--- config.mk ---
export PLATFORM = sky130hd
export DESIGN_NAME = ldpc_iter_scheduler
export DESIGN_NICKNAME = d
export VERILOG_FILES = /design/src/rtl/ldpc_iter_scheduler.sv
export SDC_FILE = /design/constraint.sdc
export NUM_CORES = 1
export LEC_CHECK = 0
export BUFFER_PORTS_ARGS = -buffer_cell sky130_fd_sc_hd__buf_2
export CAP_MARGIN = 20
export CORE_UTILIZATION = 30
export DETAILED_ROUTE_END_ITERATION = 8
export SLEW_MARGIN = 10
export SYNTH_ARGS = -nofsm -noshare
export SYNTH_HDL_FRONTEND = slang
export SYNTH_SLANG_ARGS = --single-unit
--- constraint.sdc ---
create_clock -name clk -period 3.4 [get_ports clk]
set_clock_uncertainty 0.1 [all_clocks]
set_input_delay 0 -clock clk [delete_from_list [all_inputs] [get_ports clk]]
set_output_delay 0 -clock clk [all_outputs]
set_load 0.01 [all_outputs]
--- src/rtl/ldpc_iter_scheduler.sv ---
// Sequencing controller for the serial LDPC min-sum datapath: LLR load, syndrome, CN and VN passes.
// Define LDPC_SCHED_EARLY_TERM_EN to run a syndrome pass after every iteration and stop early.
module ldpc_iter_scheduler #(
  parameter int N            = 12,
  parameter int M            = 6,
  parameter int LOG2N        = 4,
  parameter int LOG2M        = 3,
  parameter int MAX_ITER     = 30,
  parameter int LOG2MAX_ITER = 5,
  parameter int PIPE_LAT     = 2
) (
  input  logic                    clk,
  input  logic                    rst,
  input  logic                    start,
  input  logic                    abort,
  input  logic                    parity_fail,
  output logic [2:0]              phase,
  output logic                    busy,
  output logic                    llr_wr_en,
  output logic [LOG2N-1:0]        llr_addr,
  output logic                    syn_rd_en,
  output logic                    cn_rd_en,
  output logic                    cn_wr_en,
  output logic                    vn_rd_en,
  output logic                    vn_wr_en,
  output logic [LOG2M-1:0]        syn_idx,
  output logic [LOG2M-1:0]        cn_idx,
  output logic [LOG2M-1:0]        cn_wr_idx,
  output logic [LOG2N-1:0]        vn_idx,
  output logic [LOG2N-1:0]        vn_wr_idx,
  output logic                    done,
  output logic                    success,
  output logic [LOG2MAX_ITER-1:0] iterations
);

`ifdef LDPC_SCHED_EARLY_TERM_EN
  localparam bit EarlyTerm = 1'b1;
`else
  localparam bit EarlyTerm = 1'b0;
`endif

  localparam logic [2:0] StIdle = 3'd0;
  localparam logic [2:0] StLoad = 3'd1;
  localparam logic [2:0] StSyn  = 3'd2;
  localparam logic [2:0] StCn   = 3'd3;
  localparam logic [2:0] StVn   = 3'd4;
  localparam logic [2:0] StDone = 3'd5;

  localparam int CntRaw = $clog2(N + PIPE_LAT + 1);
  localparam int CW     = (CntRaw > LOG2N) ? CntRaw : LOG2N;

  localparam logic [CW-1:0]           LoadLast = CW'(N - 1);
  localparam logic [CW-1:0]           ChkLast  = CW'(M + PIPE_LAT - 1);
  localparam logic [CW-1:0]           VarLast  = CW'(N + PIPE_LAT - 1);
  localparam logic [CW-1:0]           NumChk   = CW'(M);
  localparam logic [CW-1:0]           NumVar   = CW'(N);
  localparam logic [LOG2MAX_ITER-1:0] IterMax  = LOG2MAX_ITER'(MAX_ITER);

  logic [2:0]              state_q, state_d;
  logic [CW-1:0]           cnt_q, cnt_d;
  logic [LOG2MAX_ITER-1:0] iter_q, iter_d, iter_inc;
  logic                    succ_q, succ_d;
  logic                    acc_q, acc_d, acc_now;
  logic                    flush;

  logic                    busy_q, busy_d;
  logic                    done_q, done_d;
  logic                    llr_wr_q, llr_wr_d;
  logic [LOG2N-1:0]        llr_addr_q, llr_addr_d;
  logic                    syn_rd_q, syn_rd_d;
  logic [LOG2M-1:0]        syn_idx_q, syn_idx_d;
  logic                    cn_rd_q, cn_rd_d;
  logic [LOG2M-1:0]        cn_idx_q, cn_idx_d;
  logic                    vn_rd_q, vn_rd_d;
  logic [LOG2N-1:0]        vn_idx_q, vn_idx_d;

  // Write-back delay lines: stage PIPE_LAT-1 is the strobe PIPE_LAT cycles after the read.
  logic [PIPE_LAT-1:0]     syn_dl, cn_dl, vn_dl;
  logic [LOG2M-1:0]        cn_idx_dl [PIPE_LAT];
  logic [LOG2N-1:0]        vn_idx_dl [PIPE_LAT];

  always_comb begin
    state_d  = state_q;
    cnt_d    = cnt_q + CW'(1);
    iter_d   = iter_q;
    succ_d   = succ_q;
    acc_d    = acc_q;
    flush    = 1'b0;
    acc_now  = acc_q | (syn_dl[PIPE_LAT-1] & parity_fail);
    iter_inc = (iter_q == IterMax) ? iter_q : iter_q + LOG2MAX_ITER'(1);
    case (state_q)
      StIdle: begin
        cnt_d = '0;
        if (start) begin
          state_d = StLoad;
          iter_d  = '0;
          succ_d  = 1'b0;
          acc_d   = 1'b0;
        end
      end
      StLoad: begin
        if (cnt_q == LoadLast) begin
          cnt_d   = '0;
          acc_d   = 1'b0;
          state_d = EarlyTerm ? StSyn : StCn;
        end
      end
      StSyn: begin
        acc_d = acc_now;
        if (cnt_q == ChkLast) begin
          cnt_d = '0;
          if (!acc_now) begin
            state_d = StDone;
            succ_d  = 1'b1;
          end else if (!EarlyTerm || (iter_q == IterMax)) begin
            state_d = StDone;
          end else begin
            state_d = StCn;
          end
        end
      end
      StCn: begin
        if (cnt_q == ChkLast) begin
          cnt_d   = '0;
          state_d = StVn;
        end
      end
      StVn: begin
        if (cnt_q == VarLast) begin
          cnt_d   = '0;
          acc_d   = 1'b0;
          iter_d  = iter_inc;
          state_d = (EarlyTerm || (iter_inc == IterMax)) ? StSyn : StCn;
        end
      end
      StDone: begin
        cnt_d   = '0;
        state_d = StIdle;
      end
      default: begin
        cnt_d   = '0;
        state_d = StIdle;
      end
    endcase
    if (abort && (state_q inside {StLoad, StSyn, StCn, StVn})) begin
      state_d = StDone;
      cnt_d   = '0;
      iter_d  = iter_q;
      succ_d  = 1'b0;
      flush   = 1'b1;
    end
  end

  // Strobes are computed from the next state so every output comes straight from a flop.
  always_comb begin
    busy_d     = (state_d != StIdle);
    done_d     = (state_d == StDone);
    llr_wr_d   = (state_d == StLoad);
    llr_addr_d = llr_wr_d ? cnt_d[LOG2N-1:0] : '0;
    syn_rd_d   = (state_d == StSyn) && (cnt_d < NumChk);
    syn_idx_d  = syn_rd_d ? cnt_d[LOG2M-1:0] : '0;
    cn_rd_d    = (state_d == StCn) && (cnt_d < NumChk);
    cn_idx_d   = cn_rd_d ? cnt_d[LOG2M-1:0] : '0;
    vn_rd_d    = (state_d == StVn) && (cnt_d < NumVar);
    vn_idx_d   = vn_rd_d ? cnt_d[LOG2N-1:0] : '0;
  end

  always_ff @(posedge clk or posedge rst) begin
    if (rst) begin
      state_q    <= StIdle;
      cnt_q      <= '0;
      iter_q     <= '0;
      succ_q     <= 1'b0;
      acc_q      <= 1'b0;
      busy_q     <= 1'b0;
      done_q     <= 1'b0;
      llr_wr_q   <= 1'b0;
      llr_addr_q <= '0;
      syn_rd_q   <= 1'b0;
      syn_idx_q  <= '0;
      cn_rd_q    <= 1'b0;
      cn_idx_q   <= '0;
      vn_rd_q    <= 1'b0;
      vn_idx_q   <= '0;
    end else begin
      state_q    <= state_d;
      cnt_q      <= cnt_d;
      iter_q     <= iter_d;
      succ_q     <= succ_d;
      acc_q      <= acc_d;
      busy_q     <= busy_d;
      done_q     <= done_d;
      llr_wr_q   <= llr_wr_d;
      llr_addr_q <= llr_addr_d;
      syn_rd_q   <= syn_rd_d;
      syn_idx_q  <= syn_idx_d;
      cn_rd_q    <= cn_rd_d;
      cn_idx_q   <= cn_idx_d;
      vn_rd_q    <= vn_rd_d;
      vn_idx_q   <= vn_idx_d;
    end
  end

  always_ff @(posedge clk or posedge rst) begin
    if (rst) begin
      syn_dl <= '0;
      cn_dl  <= '0;
      vn_dl  <= '0;
      for (int i = 0; i < PIPE_LAT; i++) begin
        cn_idx_dl[i] <= '0;
        vn_idx_dl[i] <= '0;
      end
    end else if (flush) begin
      syn_dl <= '0;
      cn_dl  <= '0;
      vn_dl  <= '0;
      for (int i = 0; i < PIPE_LAT; i++) begin
        cn_idx_dl[i] <= '0;
        vn_idx_dl[i] <= '0;
      end
    end else begin
      syn_dl[0]    <= syn_rd_q;
      cn_dl[0]     <= cn_rd_q;
      vn_dl[0]     <= vn_rd_q;
      cn_idx_dl[0] <= cn_idx_q;
      vn_idx_dl[0] <= vn_idx_q;
      for (int i = 1; i < PIPE_LAT; i++) begin
        syn_dl[i]    <= syn_dl[i-1];
        cn_dl[i]     <= cn_dl[i-1];
        vn_dl[i]     <= vn_dl[i-1];
        cn_idx_dl[i] <= cn_idx_dl[i-1];
        vn_idx_dl[i] <= vn_idx_dl[i-1];
      end
    end
  end

  assign phase      = state_q;
  assign busy       = busy_q;
  assign done       = done_q;
  assign success    = succ_q;
  assign iterations = iter_q;
  assign llr_wr_en  = llr_wr_q;
  assign llr_addr   = llr_addr_q;
  assign syn_rd_en  = syn_rd_q;
  assign syn_idx    = syn_idx_q;
  assign cn_rd_en   = cn_rd_q;
  assign cn_idx     = cn_idx_q;
  assign vn_rd_en   = vn_rd_q;
  assign vn_idx     = vn_idx_q;
  assign cn_wr_en   = cn_dl[PIPE_LAT-1];
  assign cn_wr_idx  = cn_idx_dl[PIPE_LAT-1];
  assign vn_wr_en   = vn_dl[PIPE_LAT-1];
  assign vn_wr_idx  = vn_idx_dl[PIPE_LAT-1];

endmodule

==> results.ini, run 1 <==
[die]
dieArea_um2=8570
fp.dieH_um=92.6
initial_core_util_pct=31.3
pin_count=43
coreArea_um2=7850
die_w_um=92.6
num_rows=32

[job]
max_cap_violations=0

[power_and_ir_drop]
total_power_mw=1.69
ir_drop_v=0.000159
power_density_nw_per_um2=600
power_leakage_nw=1.39

[worst_setup_path]
worst_path_largest_cell_delay_ns=0.49
worstSetupPathType=reg2reg
worstPathCellList=inv_1 -> ha_1 -> a21boi_4 -> a2111oi_4 -> o21ai_2 -> a32oi_4 -> inv_4 -> nor4_2
cp-end-kind=flop
path_max_fanout=10
startpoint_type=flop
crit_arrival_ns=2.50
cp.required_ns=3.53
crit_path_top_delay_cell=dfrtp_1

[clock_tree]
cts_buffers=5
root_buffer=clkbuf_8
clock_sinks=54
htreeDepth=2
cts.path.max_buffers=2
postCtsSetupRepairBufs=0
clkSlewWorstSetupHoldPaths_ns=0.10
cts_tree=built
clock_latency_ns=0.31

[logic_synthesis]
synth_top_family_by_area=simple AND/OR/NAND/NOR gates
synthSimpleGateAreaFrac_pct=21.8
synth_top_area_share_pct=54.9
synth_edf_count=0
synth_cells=226
yosysTopAreaCell=dfrtp_1
synth_cell_types=50
synth-seq-area-share_pct=54.9
synth_ff_type=dfrtp_1
synth-compound-area-share_pct=13.5
syn_nets=235
synthXorXnorAreaFrac_pct=1.07
synth_warnings=0
synth.area.top_cells=dfrtp_1, and2_1, buf_4
yosys_register_bits=54
synth_mux_area_share_pct=0.458
ys_async_sr_fraction_pct=100
synthAdderAreaFrac_pct=2.03
avgSynthCellArea_um2=10.9
syn-cell-area_um2=2460

[grt]
grt_pass1_wl_mm=8.41
antenna_found_initial=0
grt_max_degree=41
grt_overflow=0
grt_util_all_layers_pct=12.5
grt_pass1_vias=1680

[drt]
drt_iter0_drc=91
vias_per_cell=4.71
detail_route.first_pass.iterations=5
routedWlPerCell_um=13.6
drc=0
routed_wirelength_mm=4.96
ant_nets=0
vias=1714

[timing]
final.min_clock_period_ns=2.38
tns_ns=0
rsz0062_at_grt=no
setup_viol=0
hold_viol=0
tightest_slew_ns=0.816
relSlewSlack_pct=45.5
clock.fmax_mhz=421
min_period_over_period_pct=69.9
slew_viol_final=0

[run_status]
outcome=complete, no violations

[finish]
fillers=813
diodes=0
final_cell_mix=dfrtp_1, buf_2, and2_1, nor2_1, nand2_1
final_common_cell=dfrtp_1
fin_nets=270
drive_gt1_share_pct=26.0
area_delta_synth_final_pct=14.3

[min_path]
hold_class=in2reg

[place]
gp_congestion=0.856
post-dp-hpwl_mm=3.48
portBuffers=42

## per-layer routing
layer  up-vias  GRT usage, %  share of wire, %
li1        835             -                 -
met1       835          17.3                48
met2        36          19.6                47
met3         8          2.71               3.5
met4         0          3.78               1.0
met5         -             0                 0
## through the flow
stage	utilization (%)	hold WS, ns	instance area (um^2)	setup WS (ns)	std cells
3_3_place_gp	34.4	0.119	2700	1.01	354
4_1_cts	35.8	0.0230	2810	1.01	364
5_1_grt	35.8	0.0540	2810	0.835	364
6_report	35.8	0.0197	2810	1.02	364
3_5_place_dp	34.4	0.115	2700	1.04	354
2_1_floorplan	-	0.0113	2460	1.15	226
## synth_stat cells (2+ instances only)
cell and number:
a22oi_1 3, nor2_1 20, and2_1 21, nor3b_1 2, inv_2 2, nand3b_1 4, or3_1 4, clkbuf_1 3
o21ai_2 2, and3b_1 2, nand2b_1 2, o31ai_1 3, nor3_1 7, ha_1 4, nor2b_1 2, a21o_1 3
dfrtp_1 54, inv_1 9, o21ai_0 5, nand2_1 14, buf_2 4, a41oi_1 2, buf_4 10, nand3_1 6
nand3_2 2, a21oi_1 10, xnor2_1 2, or3_4 2
## power breakdown
group          internal [mW]  leakage [nW]  switching, mW
logic                  0.184         0.601          0.324
clock network          0.149        0.0447          0.225
registers              0.714         0.740         0.0908
total                   1.05          1.39          0.640
## flip-flops by register name, summed over array words and instances, names as in the netlist, 4 cells and up
| signal | flops |
|---|---|
| iterations | 5 |
| cnt_q | 4 |
| llr_addr | 4 |
| vn_idx | 4 |
| vn_idx_dl | 4 |
| vn_wr_idx | 4 |
## critical path: cells and delay by family, from the launching register on
family,cells,cell delay (ns)
compound gates,4,0.93
flops,1,0.49
fa+ha+maj,1,0.32
simple gates,1,0.27
buf+inv,2,0.18
## what timing repair did
item / 4_1_cts / 5_1_grt
resized for setup: 0 / 0
hold endpoints to repair: 41 / 0
hold buffers: 2 / 0
## logic make-up (layout without fill, tap and decap cells)
logic type                 Yosys count  in the layout
AOI/OAI and AO/OA                   41             41
xor gates and xnor gates             3              3
adders and majority gates            4              4
buffers and inverters               29             65
DFF                                 54             54
muxes                                1              1
and+or+nand+nor                     94             94
## final timing paths
kind                               start            end  slack, ns  depth (start not counted)
setup / recovery           iterations[0]     syn_idx[1]       1.02                          8
hold / removal               parity_fail          acc_q       0.02                          4
setup reg to reg           iterations[0]     syn_idx[1]       1.02                          8
hold reg to reg                syn_dl[0]      syn_dl[1]       0.35                          1
max in group asynchronous            rst   cn_wr_idx[1]       2.20                          4
min in group asynchronous            rst  iterations[2]       0.29                          3
## area by class of cell
type                            count  area, um^2  share of cell area [%]
Multi-Input combinational cell    143         955                    33.9
Clock buffer                        5        68.8                    2.45
Sequential cell                    54        1350                    48.0
Clock inverter                      3        25.0                   0.890
Timing Repair Buffer               45         238                    8.45
Inverter                           12        47.5                    1.69
Tap cell                          102         128                    4.54
Power figures use the tool's default switching activity.
==> inputs of run 2 (changes only) <==
--- a/config.mk
+++ b/config.mk
@@ -5,6 +5,7 @@
 export SDC_FILE = /design/constraint.sdc
 export NUM_CORES = 1
 export LEC_CHECK = 0
+export ABC_AREA = 1
 export BUFFER_PORTS_ARGS = -buffer_cell sky130_fd_sc_hd__buf_2
 export CAP_MARGIN = 20
 export CORE_UTILIZATION = 30
==> constraint.sdc (replaced) <==
create_clock -name clk -period 2.4 [get_ports clk]
set_clock_uncertainty 0.1 [all_clocks]
set_input_delay 0 -clock clk [delete_from_list [all_inputs] [get_ports clk]]
set_output_delay 0 -clock clk [all_outputs]
set_load 0.01 [all_outputs]
==> results.ini, run 2 <==
[logic_synthesis]
synth_common_cells=dfrtp_1, inv_1, nor2_1
synth-seq-area-share_pct=57.6
synth.area.top_cells=dfrtp_1, inv_1, nor2_1
yosysTopAreaCell=dfrtp_1
synth_ff_type=dfrtp_1
ys_async_sr_fraction_pct=100
synth_edf_count=0
synth_cell_types=32
avgSynthCellArea_um2=9.46
yosys_register_bits=54
syn-cell-area_um2=2350
syn_nets=257
yosysMostFrequentCell=dfrtp_1
synth_cells=248
synth_top_area_share_pct=57.6
synth_warnings=0

[min_path]
hold_class=in2reg

[finish]
largest_reg_flops=5
instances_no_fill=392
drive_gt1_share_pct=28.0
final_cell_mix=dfrtp_1, inv_1, buf_2, nor2_1, nand2_1
finalInstanceArea_um2=2750
fin_nets=301
final_common_cell=dfrtp_1
fillers=761
area_delta_synth_final_pct=17.0
diodes=0

[timing]
final.min_clock_period_ns=1.96
tns_ns=0
slew_viol_final=0
relSlewSlack_pct=55.7
hold_viol=0
tightest_slew_ns=0.664
setup_viol=0
rsz0062_at_grt=no
min_period_over_period_pct=81.8
clock.fmax_mhz=509

[worst_setup_path]
worstSetupPathType=reg2reg
startpoint_type=flop
path_max_fanout=8
cp-end-kind=flop
crit_arrival_ns=2.06
cp.required_ns=2.50

[clock_tree]
clock_sinks=54
cts_buffers=5
postCtsSetupRepairBufs=0
clkSlewWorstSetupHoldPaths_ns=0.10
clock_latency_ns=0.31
cts_resized=0
cts.path.max_buffers=2
htreeDepth=2
cts_tree=built
root_buffer=clkbuf_8

[grt]
grt_pass1_vias=1581
grt_max_degree=55
grt_overflow=0
grt_util_all_layers_pct=11.6
antenna_found_initial=0
grt_pass1_wl_mm=7.49

[place]
portBuffers=42
post-dp-hpwl_mm=3.31
place_area_um2=2640
gp_congestion=0.891
dp_cells=382

[run_status]
outcome=complete, no violations

[power_and_ir_drop]
total_power_mw=2.48
power_density_nw_per_um2=903
ir_drop_v=0.000333
power_leakage_nw=1.51

[drt]
detail_route.first_pass.iterations=5
drt_iter0_drc=135
vias=1647
vias_per_cell=4.20
ant_nets=0
drc=0
routedWlPerCell_um=11.5
routed_wirelength_mm=4.52

[job]
max_cap_violations=0

[die]
num_rows=31
dieArea_um2=8180
coreArea_um2=7410
pin_count=43
initial_core_util_pct=31.7
die_w_um=90.4
fp.dieH_um=90.4

## run 2: cell count changes in the layout (fill, tap and decap cells not counted), moves of 6 or more
cell	before	now
nor2_1	20	39
a21oi_1	10	3
nand2_2	0	6
nand2_1	14	25
nand3_1	6	15
inv_1	8	44
and2_1	21	0
## run 2: metrics by stage
| step | utilization, % | hold WS [ns] | setup WS [ns] |
|---|---|---|---|
| floorplan | - | 0.0943 | 0.646 |
| finish | 37.1 | 0.0147 | 0.437 |
| detailed placement | 35.6 | 0.129 | 0.472 |
| CTS | 37.1 | 0.0130 | 0.456 |
| global placement | 35.6 | 0.121 | 0.491 |
| global route | 37.1 | 0.0507 | 0.285 |
## run 2: power breakdown
group / switching (mW) / internal, mW
logic: 0.577 / 0.291
clock network: 0.293 / 0.205
registers: 0.0842 / 1.03
total: 0.953 / 1.52
## run 2: cell type report
class                   count  area [um^2]  share of cell area [%]
flip-flops and latches     54         1350                    49.2
multi-input cells         134          741                    27.0
repair buffers             46          245                    8.93
inverters                  51          194                    7.06
well taps                  99          124                    4.51
clock buffers               5         68.8                    2.51
clock inverters             3         21.3                   0.775
## run 2: final timing paths
| kind | start | end | slack [ns] | cells past startpoint |
|---|---|---|---|---|
| max | iterations[0] | cn_idx[2] | 0.44 | 13 |
| min | parity_fail | acc_q | 0.01 | 4 |
| max reg2reg | iterations[0] | cn_idx[2] | 0.44 | 13 |
| min reg2reg | vn_idx_dl[7] | vn_wr_idx[3] | 0.37 | 2 |
| max in group asynchronous | rst | phase[2] | 1.44 | 4 |
| min in group asynchronous | rst | vn_wr_idx[3] | 0.31 | 4 |
## run 2: cells by family after synthesis
logic type	Yosys count	share of synthesized area, %
buffers and inverters	60	10.8
AO/OA/AOI/OAI	18	4.80
flip-flops	54	57.6
XOR/XNOR	3	1.12
AND/OR/NAND/NOR	109	23.5
adder cells (fa/ha/maj)	4	2.13
## run 2: critical path, cell delays in order, from the launching register on
cell and delay (ns):
dfrtp_1 0.43, inv_1 0.10, ha_1 0.15, nand2_1 0.06, inv_1 0.07, nand2_1 0.08, nand2_1 0.09, nand2_1 0.05
nor2_1 0.08, nand3_1 0.07, nand2_1 0.13, nand3_2 0.19, nand2_1 0.19, nor2_1 0.06
## run 2: what timing repair did
action / 4_1_cts / 5_1_grt
hold buffers: 2 / 0
hold endpoints to repair: 55 / 0
setup endpoints to repair: 0 / 0
## run 2: per-layer routing
metal | track usage, % | part of all wire (%) | vias to the layer above
li1 | - | - | 840
met1 | 15.8 | 48 | 755
met2 | 18.3 | 46 | 50
met3 | 3.20 | 5.6 | 2
met4 | 2.82 | 0.18 | 0
met5 | 0 | 0 | -
==> inputs of run 3 (changes only) <==
==> constraint.sdc (replaced) <==
create_clock -name clk -period 1.9 [get_ports clk]
set_clock_uncertainty 0.1 [all_clocks]
set_input_delay 0 -clock clk [delete_from_list [all_inputs] [get_ports clk]]
set_output_delay 0 -clock clk [all_outputs]
set_load 0.01 [all_outputs]
==> results.ini, run 3 (synthesized netlist as in run 2, its figures left out) <==
[run_status]
outcome=complete, no violations

[clock_tree]
clock_sinks=54
cts.path.max_buffers=2
clkSlewWorstSetupHoldPaths_ns=0.11
clock_latency_ns=0.32
cts_tree=built
root_buffer=clkbuf_8
htreeDepth=2
cts_buffers=5

[grt]
grt_pass1_vias=1680
antenna_found_initial=0
grt_util_all_layers_pct=12.0
grt_pass1_wl_mm=7.85
grt_max_degree=55
grt_overflow=0

[worst_setup_path]
startpoint_type=flop
path_max_fanout=8
reg2regPathDepth=13
worstSetupPathType=reg2reg
cp.required_ns=2.02
crit_arrival_ns=2.01
cp-end-kind=flop
r2r-end=llr_addr[0]
ff2ff_setup_slack_ns=0.008
r2r_start=iterations[0]

[drt]
detail_route.first_pass.iterations=4
ant_nets=0
drc=0
routedWlPerCell_um=12.1
vias=1713
vias_per_cell=4.27
routed_wirelength_mm=4.86
drt_iter0_drc=109

[timing]
final.min_clock_period_ns=1.89
setup_ws_ns=0.00849
slew_viol_final=0
clock.fmax_mhz=529
hold_viol=0
setup_viol=0
tns_ns=0
rsz0062_at_grt=yes
tightest_slew_ns=0.664
min_period_over_period_pct=99.6
relSlewSlack_pct=55.7

[die]
die_w_um=90.4
dieArea_um2=8180
num_rows=31
pin_count=43
coreArea_um2=7410
initial_core_util_pct=31.7
fp.dieH_um=90.4

[min_path]
hp-start=start
hold_class=in2reg
hold_depth=6
min_to=acc_q

[power_and_ir_drop]
ir_drop_v=0.000546
total_power_mw=3.49
power_density_nw_per_um2=1150
power_leakage_nw=1.59

[finish]
diodes=0
final_cell_mix=dfrtp_1, buf_2, inv_1, nor2_1, nand2_1
drive_gt1_share_pct=42.1
area_delta_synth_final_pct=29.0
fillers=741
final_common_cell=dfrtp_1
instances_no_fill=401
post-route-util_pct=40.9
largest_reg_flops=5
fin_nets=310

[place]
place_ws_ns=-0.00254
dp_cells=384
portBuffers=42
post-dp-hpwl_mm=3.28
gp_congestion=0.869

[job]
max_cap_violations=0

==> run 3: cell count changes in the layout (fill, tap and decap cells not counted), sizes merged <==
cell and change:
buf +8, inv +2, clkinv -1, clkinvlp -1, dlygate4sd3 +1
==> run 3: through the flow <==
step                      hold slack [ns]  area [um^2]
final                              0.0194         3030
after global routing               0.0674         3030
after CTS                         0.00978         2780
after detailed placement            0.128         2650
after global placement              0.123         2650
after floorplan                    0.0943         2350
==> run 3: power by group <==
part / switching, mW / internal (mW) / total, mW
clock: 0.409 / 0.272 / 0.681
combinational: 0.893 / 0.493 / 1.39
sequential: 0.120 / 1.30 / 1.42
==> run 3: final cells by class <==
| cell class | instances | area, um^2 | share of cell area (%) |
|---|---|---|---|
| sequential | 54 | 1360 | 44.8 |
| multi-input combinational | 134 | 942 | 31.1 |
| clock buffer | 5 | 68.8 | 2.27 |
| tap | 99 | 124 | 4.09 |
| clock inverter | 3 | 26.3 | 0.868 |
| timing repair buffer | 55 | 315 | 10.4 |
| inverter | 51 | 194 | 6.41 |
==> run 3: timing repair <==
| action | 4_1_cts | 5_1_grt |
|---|---|---|
| endpoints found under the hold margin | 56 | 0 |
| buffers inserted | 0 | 6 |
| gates resized for setup | 2 | 52 |
| hold buffers | 3 | 0 |
| pin swaps | 0 | 17 |
| cloned | 0 | 0 |
| setup endpoints to repair | 6 | 21 |
==> run 3: critical path, stage by stage (launching register included) <==
cell and delay, ns:
dfrtp_2 0.46, inv_2 0.09, ha_4 0.12, nand2_2 0.05
inv_2 0.06, nand2_2 0.06, nand2_2 0.08, nand2_2 0.05
nor2_2 0.11, nand3_2 0.10, nand2_4 0.11, nand3_4 0.17
nand3_4 0.19, nor2_1 0.05
==> run 3: worst max-delay path by stage <==
stage                        from           to  slack (ns)  cells past startpoint
global placement         cnt_q[0]    vn_idx[3]        0.02                      7
floorplan           iterations[0]         busy        0.15                     12
CTS                 iterations[0]         busy       -0.02                     12
global route        iterations[0]  llr_addr[3]       -0.12                     13
detailed placement  iterations[0]    cn_idx[1]      -0.003                     13
finish              iterations[0]  llr_addr[0]       0.008                     13
==> run 3: routing by layer <==
metal / vias up / share of wire [%] / track usage [%] / routed length [um]
li1: 860 / - / - / -
met1: 799 / 48 / 15.9 / 2320
met2: 46 / 47 / 19.5 / 2300
met3: 8 / 3.5 / 2.95 / 170
met4: 0 / 1.5 / 3.63 / 72
met5: - / 0 / 0 / 0
